===== src/rtl/gcu_dep_tracker_mc_if.sv =====
// Bus bundle for the GCU dependency tracker: init, done scatter,
// ready pop, debug query and sticky error status.
interface gcu_dep_tracker_mc_if #(
  parameter int NODE_ID_W = 4,
  parameter int CNT_W     = 8,
  parameter int NUM_DONE  = 2
);
  logic                          clr_all;
  logic                          init_valid;
  logic [NODE_ID_W-1:0]          init_node_id;
  logic [CNT_W-1:0]              init_count;
  logic [NUM_DONE-1:0]           done_valid;
  logic [NUM_DONE*NODE_ID_W-1:0] done_parent_id;
  logic                          rdy_valid;
  logic [NODE_ID_W-1:0]          rdy_node_id;
  logic                          rdy_pop;
  logic                          query_valid;
  logic [NODE_ID_W-1:0]          query_node_id;
  logic                          query_ready;
  logic [CNT_W-1:0]              query_count;
  logic                          err_underflow;
  logic                          err_range;

  modport master (
    output clr_all, init_valid, init_node_id, init_count,
    output done_valid, done_parent_id, rdy_pop,
    output query_valid, query_node_id,
    input  rdy_valid, rdy_node_id, query_ready, query_count,
    input  err_underflow, err_range
  );

  modport slave (
    input  clr_all, init_valid, init_node_id, init_count,
    input  done_valid, done_parent_id, rdy_pop,
    input  query_valid, query_node_id,
    output rdy_valid, rdy_node_id, query_ready, query_count,
    output err_underflow, err_range
  );
endinterface


===== src/rtl/gcu_dep_tracker_mc.sv =====
// Per-node pending-children counters with multi-channel done
// decrements and a ready bitmap drained lowest-index first.
module gcu_dep_tracker_mc #(
  parameter int NODE_ID_W = 4,
  parameter int MAX_NODES = 16,
  parameter int CNT_W     = 8,
  parameter int NUM_DONE  = 2
) (
  input logic clk,
  input logic rst_n,
  gcu_dep_tracker_mc_if.slave bus
);

  localparam int DW = CNT_W + 1;
  localparam logic [NODE_ID_W:0] MAX_L = (NODE_ID_W+1)'(MAX_NODES);

  logic [MAX_NODES-1:0][CNT_W-1:0] cnt_q, cnt_d;
  logic [MAX_NODES-1:0]            armed_q, armed_d;
  logic [MAX_NODES-1:0]            rdy_q, rdy_d;
  logic                            qry_rdy_q, qry_rdy_d;
  logic [CNT_W-1:0]                qry_cnt_q, qry_cnt_d;
  logic                            err_uf_q, err_uf_d;
  logic                            err_rg_q, err_rg_d;

  logic [MAX_NODES-1:0][DW-1:0]    dec;
  logic [NODE_ID_W-1:0]            ch_id;
  logic [NODE_ID_W-1:0]            rdy_id;
  logic                            rdy_vld;
  logic                            init_ok;
  logic                            qry_ok;

  function automatic logic in_range(input logic [NODE_ID_W-1:0] id);
    return {1'b0, id} < MAX_L;
  endfunction

  always_comb begin
    rdy_id = '0;
    for (int n = MAX_NODES - 1; n >= 0; n--) begin
      if (rdy_q[n]) rdy_id = NODE_ID_W'(n);
    end
  end

  assign rdy_vld = |rdy_q;
  assign init_ok = bus.init_valid && in_range(bus.init_node_id);
  assign qry_ok  = bus.query_valid && in_range(bus.query_node_id);

  always_comb begin
    cnt_d     = cnt_q;
    armed_d   = armed_q;
    rdy_d     = rdy_q;
    err_uf_d  = err_uf_q;
    err_rg_d  = err_rg_q;
    qry_rdy_d = 1'b0;
    qry_cnt_d = '0;
    dec       = '0;
    ch_id     = '0;

    for (int k = 0; k < NUM_DONE; k++) begin
      ch_id = bus.done_parent_id[k*NODE_ID_W +: NODE_ID_W];
      if (bus.done_valid[k]) begin
        if (!in_range(ch_id)) begin
          err_rg_d = 1'b1;
        end else begin
          for (int n = 0; n < MAX_NODES; n++) begin
            if (ch_id == NODE_ID_W'(n))
              dec[n] = dec[n] + DW'(1);
          end
        end
      end
    end

    if (bus.init_valid && !init_ok) err_rg_d = 1'b1;

    // pop clears first so a same-cycle set on that node wins
    if (bus.rdy_pop && rdy_vld) begin
      for (int n = 0; n < MAX_NODES; n++) begin
        if (rdy_id == NODE_ID_W'(n)) rdy_d[n] = 1'b0;
      end
    end

    for (int n = 0; n < MAX_NODES; n++) begin
      if (init_ok && bus.init_node_id == NODE_ID_W'(n)) begin
        cnt_d[n]   = bus.init_count;
        armed_d[n] = 1'b1;
        rdy_d[n]   = (bus.init_count == '0);
      end else if (dec[n] != '0) begin
        if (!armed_q[n]) begin
          err_uf_d = 1'b1;
        end else begin
          if (dec[n] > {1'b0, cnt_q[n]}) begin
            cnt_d[n] = '0;
            err_uf_d = 1'b1;
          end else begin
            cnt_d[n] = cnt_q[n] - dec[n][CNT_W-1:0];
          end
          if (cnt_q[n] != '0 && cnt_d[n] == '0)
            rdy_d[n] = 1'b1;
        end
      end
    end

    if (qry_ok) begin
      for (int n = 0; n < MAX_NODES; n++) begin
        if (bus.query_node_id == NODE_ID_W'(n)) begin
          qry_rdy_d = armed_q[n] && (cnt_q[n] == '0);
          qry_cnt_d = cnt_q[n];
        end
      end
    end

    if (bus.clr_all) begin
      cnt_d     = '0;
      armed_d   = '0;
      rdy_d     = '0;
      err_uf_d  = 1'b0;
      err_rg_d  = 1'b0;
      qry_rdy_d = 1'b0;
      qry_cnt_d = '0;
    end
  end

  always_ff @(posedge clk or negedge rst_n) begin
    if (!rst_n) begin
      cnt_q     <= '0;
      armed_q   <= '0;
      rdy_q     <= '0;
      qry_rdy_q <= 1'b0;
      qry_cnt_q <= '0;
      err_uf_q  <= 1'b0;
      err_rg_q  <= 1'b0;
    end else begin
      cnt_q     <= cnt_d;
      armed_q   <= armed_d;
      rdy_q     <= rdy_d;
      qry_rdy_q <= qry_rdy_d;
      qry_cnt_q <= qry_cnt_d;
      err_uf_q  <= err_uf_d;
      err_rg_q  <= err_rg_d;
    end
  end

  assign bus.rdy_valid     = rdy_vld;
  assign bus.rdy_node_id   = rdy_id;
  assign bus.query_ready   = qry_rdy_q;
  assign bus.query_count   = qry_cnt_q;
  assign bus.err_underflow = err_uf_q;
  assign bus.err_range     = err_rg_q;

endmodule


===== src/flat_wrapper.sv =====
// flat-port wrapper written by rule: the top's interface ports become plain ports
module gcu_dep_tracker_mc_flat 
#(
  parameter int NODE_ID_W = 4,
  parameter int MAX_NODES = 16,
  parameter int CNT_W     = 8,
  parameter int NUM_DONE  = 2
)
  (clk, rst_n, bus_clr_all, bus_init_valid, bus_init_node_id, bus_init_count, bus_done_valid, bus_done_parent_id, bus_rdy_pop, bus_query_valid, bus_query_node_id, bus_rdy_valid, bus_rdy_node_id, bus_query_ready, bus_query_count, bus_err_underflow, bus_err_range);
  gcu_dep_tracker_mc_if #(.NODE_ID_W(NODE_ID_W), .CNT_W(CNT_W), .NUM_DONE(NUM_DONE)) bus_i ();
  input logic clk;
  input logic rst_n;
  input wire logic [$bits(bus_i.clr_all)-1:0] bus_clr_all;
  input wire logic [$bits(bus_i.init_valid)-1:0] bus_init_valid;
  input wire logic [$bits(bus_i.init_node_id)-1:0] bus_init_node_id;
  input wire logic [$bits(bus_i.init_count)-1:0] bus_init_count;
  input wire logic [$bits(bus_i.done_valid)-1:0] bus_done_valid;
  input wire logic [$bits(bus_i.done_parent_id)-1:0] bus_done_parent_id;
  input wire logic [$bits(bus_i.rdy_pop)-1:0] bus_rdy_pop;
  input wire logic [$bits(bus_i.query_valid)-1:0] bus_query_valid;
  input wire logic [$bits(bus_i.query_node_id)-1:0] bus_query_node_id;
  output wire logic [$bits(bus_i.rdy_valid)-1:0] bus_rdy_valid;
  output wire logic [$bits(bus_i.rdy_node_id)-1:0] bus_rdy_node_id;
  output wire logic [$bits(bus_i.query_ready)-1:0] bus_query_ready;
  output wire logic [$bits(bus_i.query_count)-1:0] bus_query_count;
  output wire logic [$bits(bus_i.err_underflow)-1:0] bus_err_underflow;
  output wire logic [$bits(bus_i.err_range)-1:0] bus_err_range;
  assign bus_i.clr_all = bus_clr_all;
  assign bus_i.init_valid = bus_init_valid;
  assign bus_i.init_node_id = bus_init_node_id;
  assign bus_i.init_count = bus_init_count;
  assign bus_i.done_valid = bus_done_valid;
  assign bus_i.done_parent_id = bus_done_parent_id;
  assign bus_i.rdy_pop = bus_rdy_pop;
  assign bus_i.query_valid = bus_query_valid;
  assign bus_i.query_node_id = bus_query_node_id;
  assign bus_rdy_valid = bus_i.rdy_valid;
  assign bus_rdy_node_id = bus_i.rdy_node_id;
  assign bus_query_ready = bus_i.query_ready;
  assign bus_query_count = bus_i.query_count;
  assign bus_err_underflow = bus_i.err_underflow;
  assign bus_err_range = bus_i.err_range;
  gcu_dep_tracker_mc #(.NODE_ID_W(NODE_ID_W), .MAX_NODES(MAX_NODES), .CNT_W(CNT_W), .NUM_DONE(NUM_DONE)) u_core (.clk(clk), .rst_n(rst_n), .bus(bus_i));
endmodule

===== config.mk =====
export PLATFORM = sky130hd
export DESIGN_NAME = gcu_dep_tracker_mc_flat
export DESIGN_NICKNAME = d
export VERILOG_FILES = /design/src/rtl/gcu_dep_tracker_mc_if.sv /design/src/rtl/gcu_dep_tracker_mc.sv /design/src/flat_wrapper.sv
export SDC_FILE = /design/constraint.sdc
export NUM_CORES = 1
export LEC_CHECK = 0
export CORE_ASPECT_RATIO = 1.5
export CORE_MARGIN = 4
export CORE_UTILIZATION = 30
export CTS_CLUSTER_SIZE = 24
export DETAILED_ROUTE_END_ITERATION = 8
export GPL_ROUTABILITY_DRIVEN = 0
export GPL_TIMING_DRIVEN = 0
export SYNTH_ARGS = -nofsm -noshare
export SYNTH_HDL_FRONTEND = slang
export SYNTH_SLANG_ARGS = --single-unit

===== constraint.sdc =====
create_clock -name clk -period 6.2 [get_ports clk]
set_input_delay 1.24 -clock clk [delete_from_list [all_inputs] [get_ports clk]]
set_output_delay 1.24 -clock clk [all_outputs]
set_load 0.005 [all_outputs]

==> run metrics, run 1 <==
number of synthesis warnings=0; hold-fix buffer count after cts=0; flip-flop cell with the highest count after synthesis=dfrtp_1; setup repair after global routing missed its margin=false; vias after detailed routing=between 15000 and 20000; transition time of the tightest slew-check pin=between 1 and 1.5 ns; register bit count reported by yosys=170; final cycle utilization of the critical path=0.998; peak clock frequency supported by timing=approximately 0.16 GHz; average instance area after synthesis=7.63 µm²; fraction of layout cells with a size suffix above 1=0.0412; clk_lat worst skew=roughly 0.48 ns; number of standard cells in the final layout excluding fillers=around 2800; CTS sink cnt=170; Final Max Slew Viols=0; via count of the first global-routing pass=between 15000 and 20000; type of the worst setup path=in -> reg; detailed placement HPWL=between 50000 and 60000 µm; fraction of registers with async set/reset=1.00; global-route total usage across every layer=0.245; floorplan core area=between 0.05 and 0.06 mm²; number of buffers added by the clock tree synthesis step=17; Crit path required time=about 6.5 ns; starting utilization of the core area=0.302; sequential-to-total area share from yosys stat=0.273; Die H=287 µm; fraction of power consumed by sequential logic=0.390; net count reported at finish=2228; Die Wd=slightly below 200 µm; # placed instances=2757; final count of hold timing violations=0; Switching Power=slightly above 1 mW; clk_skew=0.0121 ns; number of maximum-capacitance violations=0; Worst setup EP type=flop; antenna violations before repair=1; count of buffers added by post-CTS timing repair for setup=0; clock tree from TritonCTS=built; post_cts resized=0; clock power share=0.399; outcome=finished, final reports clean; startpoint types=input pin; number of placed I/O pins=between 40 and 50; post-synthesis to final-layout area growth=12.3%; internal power consumption=1.98 mW; Max Buffers Root-to-Sink=2; aggregate routed wire length=between 70000 and 80000 µm; post-layout instance area=between 0.015 and 0.02 mm²; Unique masters post-synth=92; die outline area=0.0557 mm²; count of filler cells inserted in the layout=roughly 5400; Hold/Removal Path Class=reg -> reg; via density per instance=roughly 6.3; grt ovf=0; number of DRC violations after detailed-routing iteration 0=~2100; number of standard-cell rows in the floorplan=just over 100; first-pass GRT wire length=about 100000 µm; peak ir drop on the vdd network=around 0.17 mV; number of failing setup endpoints in the final timing report=0; leakage power total=around 6.8 nW; wire per inst=25.4 µm; logic gate share of total power=0.211; Arr. time, crit path=6.48 ns; final critical-path required period=~6.2 ns; Cells after Synth=a little over 2000; leading cell types by count after synthesis=319 x nor2_1, 170 x dfrtp_1, 161 x nand2_1; most area-consuming cells after synthesis=dfrtp_1 27%, nor2_1 7.7%, ha_1 6.4%; First-pass DRT Iterations=6; remaining antenna violation count=0; crit path max fanout=10; post-CTS clock slew at the launch and capture registers of the worst setup and hold paths=approximately 0.070 ns; cell with the most instances after synthesis=nor2_1; Area after DPL=between 0.015 and 0.02 mm²; count of flip-flops with a built-in enable after synthesis=0; cell area after synthesis=roughly 0.016 mm²; number of port buffers=39; Mapped Nets=between 2000 and 2500; switching share of power=0.339; Synth area leader=dfrtp_1; largest net degree at the start of global routing=113; areal power density over the cells=between 150 and 200 mW/mm²; CTS H-tree lvls=4; DRC violation count after routing=0; CTS Root Buffer Type=clkbuf_16; headroom to the max-slew limit=0.0369; share of Yosys cell area claimed by the top area cell type=0.273
[kinds of logic (layout without fill, tap and decap cells)]
group	after synthesis	in the layout	share of synthesized area
simple gates	909	909	0.286
compound gates	539	539	0.236
buf+inv	238	311	0.0598
flops	170	170	0.273
fa+ha+maj	96	96	0.0848
mux	51	51	0.0392
xor+xnor	36	36	0.0202
other cells	1	3	0.000241
[worst max-delay path: stages]
cell,delay (ns)
clkdlybuf4s50_1,0.48
buf_4,0.19
clkbuf_1,0.39
clkbuf_1,0.50
nand2_1,0.09
o21ai_0,0.33
ha_1,0.34
inv_1,0.07
fa_1,0.42
or3_1,0.46
or4_1,0.40
o21ai_0,0.25
nor4_1,0.08
o21ai_0,1.01
a221oi_1,0.21
[through the flow]
| step | TNS (ns) | util | setup slack (ns) | total power [mW] | hold WS [ns] |
|---|---|---|---|---|---|
| after floorplan | 0 | - | 1.69 | 1.54 | 0.517 |
| after global placement | -655.18 | 0.326 | -3.89 | 1.79 | 0.546 |
| after detailed placement | -0.265 | 0.327 | -0.265 | 1.80 | 0.559 |
| after CTS | 0 | 0.339 | 0.216 | 2.98 | 0.575 |
| after global routing | 0 | 0.339 | 0.0707 | 3.08 | 0.612 |
| final | 0 | 0.339 | 0.00943 | 3.00 | 0.579 |
[cells in the final DEF, fill, tap and decap left out, types with 37 or more instances in the layout]
| cell type | netlist | layout |
|---|---|---|
| a211oi_1 | 75 | 74 |
| a21oi_1 | 66 | 66 |
| a311oi_1 | 37 | 37 |
| clkbuf_1 | 105 | 106 |
| clkdlybuf4s50_1 | 0 | 38 |
| dfrtp_1 | 170 | 170 |
| ha_1 | 80 | 80 |
| inv_1 | 106 | 106 |
| nand2_1 | 161 | 161 |
| nor2_1 | 319 | 319 |
| nor3_1 | 129 | 128 |
| nor4_1 | 47 | 47 |
| o21ai_0 | 153 | 153 |
[flip-flops by register name (all words and copies together) (netlist names)]
name and flops:
u_core.bus.query_ready 1, u_core.rdy_q 16, u_core.armed_q 16, u_core.cnt_q 128, u_core.bus.query_count 8, u_core.bus.err_underflow 1
[power by group through the flow]
stage	Combinational [mW]	Sequential, mW	Clock, mW
floorplan	0.367	1.17	0
global placement	0.599	1.19	0
detailed placement	0.608	1.19	0
CTS	0.611	1.17	1.20
global route	0.674	1.17	1.24
finish	0.633	1.17	1.19
[layout make-up]
cell class	instances	area, µm²	area share
multi-input combinational	1632	10400	0.595
sequential	170	4250	0.243
clock buffer	18	429	0.0245
tap	676	846	0.0484
timing repair buffer	41	434	0.0248
antenna	2	5.00	0.000286
clock inverter	14	185	0.0106
inverter	106	398	0.0228
buffer	132	533	0.0305
[layer usage]
layer	global-route usage	up-vias	part of all wire
met5	0	-	0
met4	0.232	0	0.12
met3	0.0600	417	0.090
met2	0.400	1134	0.45
met1	0.256	8271	0.34
li1	-	7637	-
[path summary, 6_finish.rpt]
kind                              startpoint                end  slack, ns  cells past startpoint
max in group asynchronous              rst_n    u_core.rdy_q[3]       4.45                      2
min reg2reg                u_core.armed_q[6]  u_core.armed_q[6]       0.58                      2
min                        u_core.armed_q[6]  u_core.armed_q[6]       0.58                      2
min in group asynchronous              rst_n   u_core.cnt_q[61]       0.71                      1
max                        bus_done_valid[1]    u_core.rdy_q[9]      0.009                     15
max reg2reg                 u_core.cnt_q[72]    u_core.rdy_q[9]       2.35                     10
Note: power is estimated with default switching activity, not from simulation.
==> run 2: changes to the inputs <==
SETUP_SLACK_MARGIN = 0.05   (was not set)
==> results of run 2 <==
The final DEF is identical to that of run 1; final timing and power are the same.
